## config.mk

```make
export PLATFORM = sky130hd
export DESIGN_NAME = kbd_drive_decoder
export DESIGN_NICKNAME = d
export VERILOG_FILES = /design/src/rtl/kbd_drive_decoder_pkg.sv /design/src/rtl/kbd_event_parser.sv /design/src/rtl/kbd_drive_decoder.sv
export SDC_FILE = /design/constraint.sdc
export NUM_CORES = 1
export LEC_CHECK = 0
export ABC_AREA = 1
export CAP_MARGIN = 15
export CELL_PAD_IN_SITES_DETAIL_PLACEMENT = 2
export CELL_PAD_IN_SITES_GLOBAL_PLACEMENT = 2
export CORE_MARGIN = 2
export CORE_UTILIZATION = 35
export CTS_CLUSTER_DIAMETER = 100
export DETAILED_ROUTE_END_ITERATION = 10
export DONT_BUFFER_PORTS = 1
export GPL_TIMING_DRIVEN = 0
export PLACE_DENSITY = 0.87
export SETUP_SLACK_MARGIN = 0.15
export SYNTH_ARGS = -nofsm -noshare
export SYNTH_HDL_FRONTEND = slang
export SYNTH_SLANG_ARGS = --single-unit
```

## constraint.sdc

```tcl
create_clock -name clk -period 1.69 [get_ports clk]
set_input_delay 0.169 -clock clk [delete_from_list [all_inputs] [get_ports clk]]
set_output_delay 0.169 -clock clk [all_outputs]
set_load 0.005 [all_outputs]
```

## src/rtl/kbd_drive_decoder_pkg.sv

```systemverilog
// kbd_drive_decoder_pkg: shared drive-code encodings, scan codes, key indices and parser states
package kbd_drive_decoder_pkg;
  localparam logic [1:0] H_NONE = 2'd0;
  localparam logic [1:0] H_LEFT = 2'd1;
  localparam logic [1:0] H_RIGHT = 2'd2;
  localparam logic [1:0] V_NONE = 2'd0;
  localparam logic [1:0] V_UP = 2'd1;
  localparam logic [1:0] V_DOWN = 2'd2;
  localparam logic [7:0] SC_E0 = 8'hE0;
  localparam logic [7:0] SC_E1 = 8'hE1;
  localparam logic [7:0] SC_F0 = 8'hF0;
  localparam logic [7:0] SC_A = 8'h1C;
  localparam logic [7:0] SC_D = 8'h23;
  localparam logic [7:0] SC_W = 8'h1D;
  localparam logic [7:0] SC_S = 8'h1B;
  localparam logic [7:0] SC_LSHIFT = 8'h12;
  localparam logic [7:0] SC_RSHIFT = 8'h59;
  localparam logic [7:0] SC_ENTER = 8'h5A;
  localparam logic [7:0] SC_LEFT = 8'h6B;
  localparam logic [7:0] SC_RIGHT = 8'h74;
  localparam logic [7:0] SC_UP = 8'h75;
  localparam logic [7:0] SC_DOWN = 8'h72;
  localparam int K_A = 0;
  localparam int K_D = 1;
  localparam int K_W = 2;
  localparam int K_S = 3;
  localparam int K_LSHIFT = 4;
  localparam int K_LEFT = 5;
  localparam int K_RIGHT = 6;
  localparam int K_UP = 7;
  localparam int K_DOWN = 8;
  localparam int K_RSHIFT = 9;
  localparam int K_ENTER = 10;
  typedef enum logic [2:0] {P_IDLE, P_E0, P_F0, P_E0F0, P_SKIP} p_state_t;
  function automatic logic [10:0] key_mask(input logic [7:0] code, input logic ext);
    key_mask = '0;
    if (!ext) begin
      case (code)
        SC_A: key_mask[K_A] = 1'b1;
        SC_D: key_mask[K_D] = 1'b1;
        SC_W: key_mask[K_W] = 1'b1;
        SC_S: key_mask[K_S] = 1'b1;
        SC_LSHIFT: key_mask[K_LSHIFT] = 1'b1;
        SC_RSHIFT: key_mask[K_RSHIFT] = 1'b1;
        SC_ENTER: key_mask[K_ENTER] = 1'b1;
        default: key_mask = '0;
      endcase
    end else begin
      case (code)
        SC_LEFT: key_mask[K_LEFT] = 1'b1;
        SC_RIGHT: key_mask[K_RIGHT] = 1'b1;
        SC_UP: key_mask[K_UP] = 1'b1;
        SC_DOWN: key_mask[K_DOWN] = 1'b1;
        default: key_mask = '0;
      endcase
    end
  endfunction
  function automatic logic [1:0] resolve(input logic a, input logic b);
    resolve = (a && !b) ? 2'd1 : (b && !a) ? 2'd2 : 2'd0;
  endfunction
endpackage

```

## src/rtl/kbd_event_parser.sv

```systemverilog
// kbd_event_parser: turns set-2 scan-code bytes into make/break events with prefix timeout and Pause skip
module kbd_event_parser
  import kbd_drive_decoder_pkg::*;
#(
  parameter int unsigned PREFIX_TIMEOUT = 1_000_000,
  parameter logic [2:0] PAUSE_SKIP = 3'd7
) (
  input  logic       clk,
  input  logic       rst,
  input  logic       rx_valid,
  input  logic [7:0] rx_byte,
  input  logic       rx_err,
  output logic       evt_valid,
  output logic [7:0] evt_code,
  output logic       evt_ext,
  output logic       evt_break
);
  p_state_t state, state_nx;
  logic [31:0] tcnt, tcnt_nx;
  logic [2:0] skip, skip_nx;
  logic prefix;
  // parser state, prefix timeout and skip counters
  always_ff @(posedge clk) begin
    if (rst) begin
      state <= P_IDLE;
      tcnt <= '0;
      skip <= '0;
    end else begin
      state <= state_nx;
      tcnt <= tcnt_nx;
      skip <= skip_nx;
    end
  end
  // byte decode; an error abandons any sequence and beats a same-cycle byte
  always_comb begin
    state_nx = state;
    tcnt_nx = tcnt;
    skip_nx = skip;
    evt_valid = 1'b0;
    evt_code = rx_byte;
    evt_ext = 1'b0;
    evt_break = 1'b0;
    prefix = (state == P_E0) || (state == P_F0) || (state == P_E0F0);
    if (rx_err) begin
      state_nx = P_IDLE;
      tcnt_nx = '0;
      skip_nx = '0;
    end else if (rx_valid) begin
      tcnt_nx = '0;
      case (state)
        P_IDLE: begin
          if (rx_byte == SC_E0) state_nx = P_E0;
          else if (rx_byte == SC_F0) state_nx = P_F0;
          else if (rx_byte == SC_E1) begin
            state_nx = P_SKIP;
            skip_nx = PAUSE_SKIP;
          end else evt_valid = 1'b1;
        end
        P_E0: begin
          if (rx_byte == SC_F0) state_nx = P_E0F0;
          else if (rx_byte != SC_E0) begin
            evt_valid = 1'b1;
            evt_ext = 1'b1;
            state_nx = P_IDLE;
          end
        end
        P_F0: begin
          evt_valid = 1'b1;
          evt_break = 1'b1;
          state_nx = P_IDLE;
        end
        P_E0F0: begin
          evt_valid = 1'b1;
          evt_ext = 1'b1;
          evt_break = 1'b1;
          state_nx = P_IDLE;
        end
        P_SKIP: begin
          skip_nx = (skip == 3'd0) ? 3'd0 : skip - 3'd1;
          state_nx = (skip <= 3'd1) ? P_IDLE : P_SKIP;
        end
        default: state_nx = P_IDLE;
      endcase
    end else if (prefix) begin
      tcnt_nx = (tcnt == PREFIX_TIMEOUT - 1) ? '0 : tcnt + 32'd1;
      state_nx = (tcnt == PREFIX_TIMEOUT - 1) ? P_IDLE : state;
    end
  end
endmodule

```

## src/rtl/kbd_drive_decoder.sv

```systemverilog
// kbd_drive_decoder: key bitmap and resolved two-player drive commands from a PS/2 byte stream
module kbd_drive_decoder
  import kbd_drive_decoder_pkg::*;
#(
  parameter int unsigned PREFIX_TIMEOUT = 1_000_000,
  parameter logic [2:0] PAUSE_SKIP = 3'd7
) (
  input  logic       clk,
  input  logic       rst,
  input  logic       rx_valid,
  input  logic [7:0] rx_byte,
  input  logic       rx_err,
  output logic [1:0] p1_h_code,
  output logic [1:0] p1_v_code,
  output logic       p1_boost,
  output logic [1:0] p2_h_code,
  output logic [1:0] p2_v_code,
  output logic       p2_boost,
  output logic       start_pulse
);
  logic evt_valid, evt_ext, evt_break;
  logic [7:0] evt_code;
  logic [10:0] keys, keys_nx, mask;
  kbd_event_parser #(.PREFIX_TIMEOUT(PREFIX_TIMEOUT), .PAUSE_SKIP(PAUSE_SKIP)) parser (
    .clk(clk),
    .rst(rst),
    .rx_valid(rx_valid),
    .rx_byte(rx_byte),
    .rx_err(rx_err),
    .evt_valid(evt_valid),
    .evt_code(evt_code),
    .evt_ext(evt_ext),
    .evt_break(evt_break)
  );
  // next bitmap; outputs are resolved from it so they land together with the bitmap
  always_comb begin
    mask = key_mask(evt_code, evt_ext);
    keys_nx = !evt_valid ? keys : evt_break ? (keys & ~mask) : (keys | mask);
  end
  // bitmap and output registers; start fires only on a fresh Enter press
  always_ff @(posedge clk) begin
    if (rst) begin
      keys <= '0;
      p1_h_code <= H_NONE;
      p1_v_code <= V_NONE;
      p1_boost <= 1'b0;
      p2_h_code <= H_NONE;
      p2_v_code <= V_NONE;
      p2_boost <= 1'b0;
      start_pulse <= 1'b0;
    end else begin
      keys <= keys_nx;
      p1_h_code <= resolve(keys_nx[K_A], keys_nx[K_D]);
      p1_v_code <= resolve(keys_nx[K_W], keys_nx[K_S]);
      p1_boost <= keys_nx[K_LSHIFT];
      p2_h_code <= resolve(keys_nx[K_LEFT], keys_nx[K_RIGHT]);
      p2_v_code <= resolve(keys_nx[K_UP], keys_nx[K_DOWN]);
      p2_boost <= keys_nx[K_RSHIFT];
      start_pulse <= evt_valid && !evt_break && mask[K_ENTER] && !keys[K_ENTER];
    end
  end
endmodule

```

==> impl_metrics.toml, run 1 <==
[synth]
ys_ff_latch = 58
synthArstFlopShare = 0
synth.net_count = 559
yosysTopAreaCellShare = 0.331
synth-edff-count = 0
avgSynthCellArea_um2 = 6.45
synth_most_common_cell = "nand2_1"
synth_seq_area_share = 0.331
ys.flop_type = "dfxtp_1"
syn_area_um2 = 3510
synth_commonest_cells = "nand2_1, nor2_1, inv_1"
synthDistinctLibCells = 43
yosysWarningCount = 0
yosysTopAreaCell = "dfxtp_1"
yosys-top-cells-area = "dfxtp_1, nand2_1, nor2_1"
syn_inst = 544

[clock_network]
htree_levels = 3
clock-root-buffer = "clkbuf_8"
cts_buffers = 9
clock-sinks = 58
cts_buffer_depth = 2

[status]
stop_error = "[ERROR DPL-0033] detailed placement checks failed during check placement."
status = "aborted with a tool error"
stop_stage = "5_1_grt"

[floorplanning]
io-pin-count = 23
die-width_um = 104
initial_utilization = 0.359
dieHeight_um = 104
num_rows = 36

[placed_design]
pre_cts_slack_ns = -0.191
dpl.hpwl_mm = 9.15
port_buffers = 0
place_congestion = 0.907

[sta]
worstEpCategory = "register data pin"
grt_worst_setup_endpoint = "parser.tcnt[29]$_SDFFE_PP0P_/D"

[global_route]
grt_max_degree = 12
antenna_found_initial = 0
[repair_timing]
item | 4_1_cts
endpoints found under the setup margin | 54
gates resized for setup | 131
buffers inserted | 37
gates cloned | 2
pin swaps | 30
hold buffers | 1
endpoints found under the hold margin | 1
[stage by stage]
stage,instance area (um^2),std cells,utilization
detailed placement,3690,677,0.377
CTS,4690,733,0.480
floorplan,3520,544,-
global placement,3690,677,0.377
[cells by family after synthesis]
kind of cell,synth area share
buffers and inverters,0.0912
AND/OR/NAND/NOR,0.467
flip-flops,0.331
XOR/XNOR,0.0125
adder cells (fa/ha/maj),0.0107
AO/OA/AOI/OAI,0.0880
==> run 2: changes to the inputs <==
--- a/config.mk
+++ b/config.mk
@@ -7,16 +7,12 @@
 export LEC_CHECK = 0
 export ABC_AREA = 1
 export CAP_MARGIN = 15
-export CELL_PAD_IN_SITES_DETAIL_PLACEMENT = 2
-export CELL_PAD_IN_SITES_GLOBAL_PLACEMENT = 2
 export CORE_MARGIN = 2
 export CORE_UTILIZATION = 35
-export CTS_CLUSTER_DIAMETER = 100
 export DETAILED_ROUTE_END_ITERATION = 10
 export DONT_BUFFER_PORTS = 1
 export GPL_TIMING_DRIVEN = 0
-export PLACE_DENSITY = 0.87
-export SETUP_SLACK_MARGIN = 0.15
+export PLACE_DENSITY_LB_ADDON = 0.15
 export SYNTH_ARGS = -nofsm -noshare
 export SYNTH_HDL_FRONTEND = slang
 export SYNTH_SLANG_ARGS = --single-unit
==> impl_metrics.toml, run 2 <==
[cells_and_area]
final_common_cell = "nand2_1"
final_area_um2 = 4270
drive_gt1_frac = 0.191
nets = 580
fill_cells = 1039
fin_cells = 703
area_growth_pct = 21.5
top_regs = "parser.tcnt (32), keys (8)"
layout_common_cells = "nand2_1, nor2_1, inv_1, dfxtp_1, nand3_1"
top_register = "parser.tcnt"
largest_reg_flops = 32
n_antenna_cell = 0

[clock_network]
cts_buffers = 9
cts.clk_slew.worst_paths_ns = 0.07
clk_latency_ns = 0.34
cts_tree = "done"
clock-sinks = 58
cts_buffer_depth = 2
htree_levels = 3
clock-root-buffer = "clkbuf_8"

[sta]
finalCriticalPeriod_ns = 1.60
post-route-period-util = 0.946
finClkSkew_ns = 0.0100
max_slew_margin = 0.641
setup_tns_ns = 0
finalHoldViolations = 0
rsz0062_at_grt = "true"
report.final.slew_viol_count = 0
setup_viol = 0
fmax_mhz = 625
fin_ws_ns = 0.0906
tightest_slew_ns = 0.534

[placed_design]
port_buffers = 0
dp_cells = 677
place_congestion = 0.905
dpl.hpwl_mm = 6.72
pre_cts_slack_ns = -0.154
placed_cell_area_um2 = 3680

[synth]
synth_most_common_cell = "nand2_1"
synth.net_count = 559
ys.flop_type = "dfxtp_1"
yosysTopAreaCell = "dfxtp_1"
synthDistinctLibCells = 43
synthArstFlopShare = 0
yosysTopAreaCellShare = 0.331
syn_area_um2 = 3510
synth_commonest_cells = "nand2_1, nor2_1, inv_1"
ys_ff_latch = 58
syn_inst = 544
yosysWarningCount = 0
synth_seq_area_share = 0.331
yosys-top-cells-area = "dfxtp_1, nand2_1, nor2_1"
synth-edff-count = 0
avgSynthCellArea_um2 = 6.45

[power]
p_per_area_nw_per_um2 = 729
power_leakage_nw = 1.69
switching_share = 0.212
combinationalPowerShare = 0.037
ir_drop_mv = 0.537
internal_power_w = 0.00245
p_clk_frac = 0.525
p_sw_w = 0.000658
pwr-share-seq = 0.439

[routing]
drcViolationCount = 0
routedWlPerCell_um = 12.9
wl_mm = 9.08
drt-pass1-iter-count = 4
drtAntennaViolNets = 0
viasPerCell = 4.91
drtIter0Drc = 165
vias = 3455

[floorplanning]
num_rows = 36
die-width_um = 104
io-pin-count = 23
initial_utilization = 0.359
dieHeight_um = 104
die_area_um2 = 10800
core_area_um2 = 9770

[global_route]
grt_pass1_wl_mm = 15.1
overflow = 0
grtUsageTotal = 0.170
antenna_found_initial = 0
grt_pass1_vias = 3154
grt_max_degree = 11

[status]
status = "finished, final reports clean"

[flow_run]
drv_cap = 0

[setup_path]
crit_fanout = 10
setup.worst_path.class = "reg2reg"
cp_data_arrival_time_ns = 1.85
critPathCaptureType = "register"
crit_path_start_kind = "register"
required_ns = 1.94

[worst_hold_path]
hold_path_class = "in2reg"
## run 2: area by class of cell
cell class | count | area [um^2] | share of cell area
buffer | 6 | 45.0 | 0.0106
timing repair buffer | 11 | 88.8 | 0.0208
inverter | 76 | 309 | 0.0724
clock inverter | 5 | 100 | 0.0235
clock buffer | 11 | 151 | 0.0355
tap | 133 | 166 | 0.0390
sequential | 58 | 1180 | 0.276
multi-input combinational | 403 | 2230 | 0.522
## run 2: worst max-delay path, stage by stage, from the launching register on
cell and delay [ns]:
dfxtp_4 0.39, nor3_4 0.24, nand3_1 0.16, nand2_1 0.10, nand2_2 0.15, o21bai_2 0.20
o21ai_4 0.09, nor3_1 0.17
## run 2: metal layers
metal | part of all wire | wire length [um] | vias to the layer above | GRT usage
met5 | 0 | 0 | - | 0
met4 | 0.018 | 162 | 0 | 0.0656
met3 | 0.048 | 438 | 13 | 0.0363
met2 | 0.46 | 4140 | 65 | 0.270
met1 | 0.48 | 4340 | 1575 | 0.226
li1 | - | - | 1802 | -
## run 2: worst paths after layout
path / start / to / slack [ns] / depth (start not counted)
setup / recovery: parser.state[1]$_SDFFE_PP0P_ / p2_h_code[1]$_SDFF_PP0_ / 0.09 / 7
hold / removal: rst / parser.state[2]$_SDFFE_PP0P_ / 0.08 / 3
setup reg to reg: parser.state[1]$_SDFFE_PP0P_ / p2_h_code[1]$_SDFF_PP0_ / 0.09 / 7
hold reg to reg: register / start_pulse$_SDFF_PP0_ / 0.42 / 1
## run 2: logic make-up (layout without fill, tap and decap cells)
kind of cell | count (synthesis) | after routing | share of synthesized area
DFF | 58 | 58 | 0.331
buffers and inverters | 83 | 109 | 0.0912
and+or+nand+nor | 341 | 341 | 0.467
xor gates and xnor gates | 5 | 5 | 0.0125
AOI/OAI and AO/OA | 54 | 54 | 0.0880
adders and majority gates | 3 | 3 | 0.0107
## run 2: what timing repair did
item	4_1_cts	5_1_grt
gates cloned	1	0
resized for setup	12	62
hold endpoints to repair	1	0
hold buffers	1	0
buffers inserted	1	8
pin swaps	0	11
setup endpoints to repair	37	47
## run 2: stage by stage
| step | total power [W] | util | hold slack (ns) |
|---|---|---|---|
| 6_report | 0.00311 | 0.437 | 0.0762 |
| 3_3_place_gp | 0.00150 | 0.376 | 0.326 |
| 3_5_place_dp | 0.00150 | 0.376 | 0.328 |
| 2_1_floorplan | 0.00147 | - | 0.314 |
| 4_1_cts | 0.00315 | 0.408 | 0.0430 |
| 5_1_grt | 0.00322 | 0.437 | 0.0771 |
## run 2: power groups by stage
| stage | logic (W) | clock network, W | registers [W] |
|---|---|---|---|
| after floorplan | 0.0000743 | 0 | 0.00140 |
| after global placement | 0.0000974 | 0 | 0.00140 |
| after detailed placement | 0.0000987 | 0 | 0.00140 |
| after CTS | 0.000106 | 0.00168 | 0.00137 |
| after global routing | 0.000128 | 0.00173 | 0.00136 |
| final | 0.000114 | 0.00163 | 0.00136 |
(Power assumes the default switching activity.)
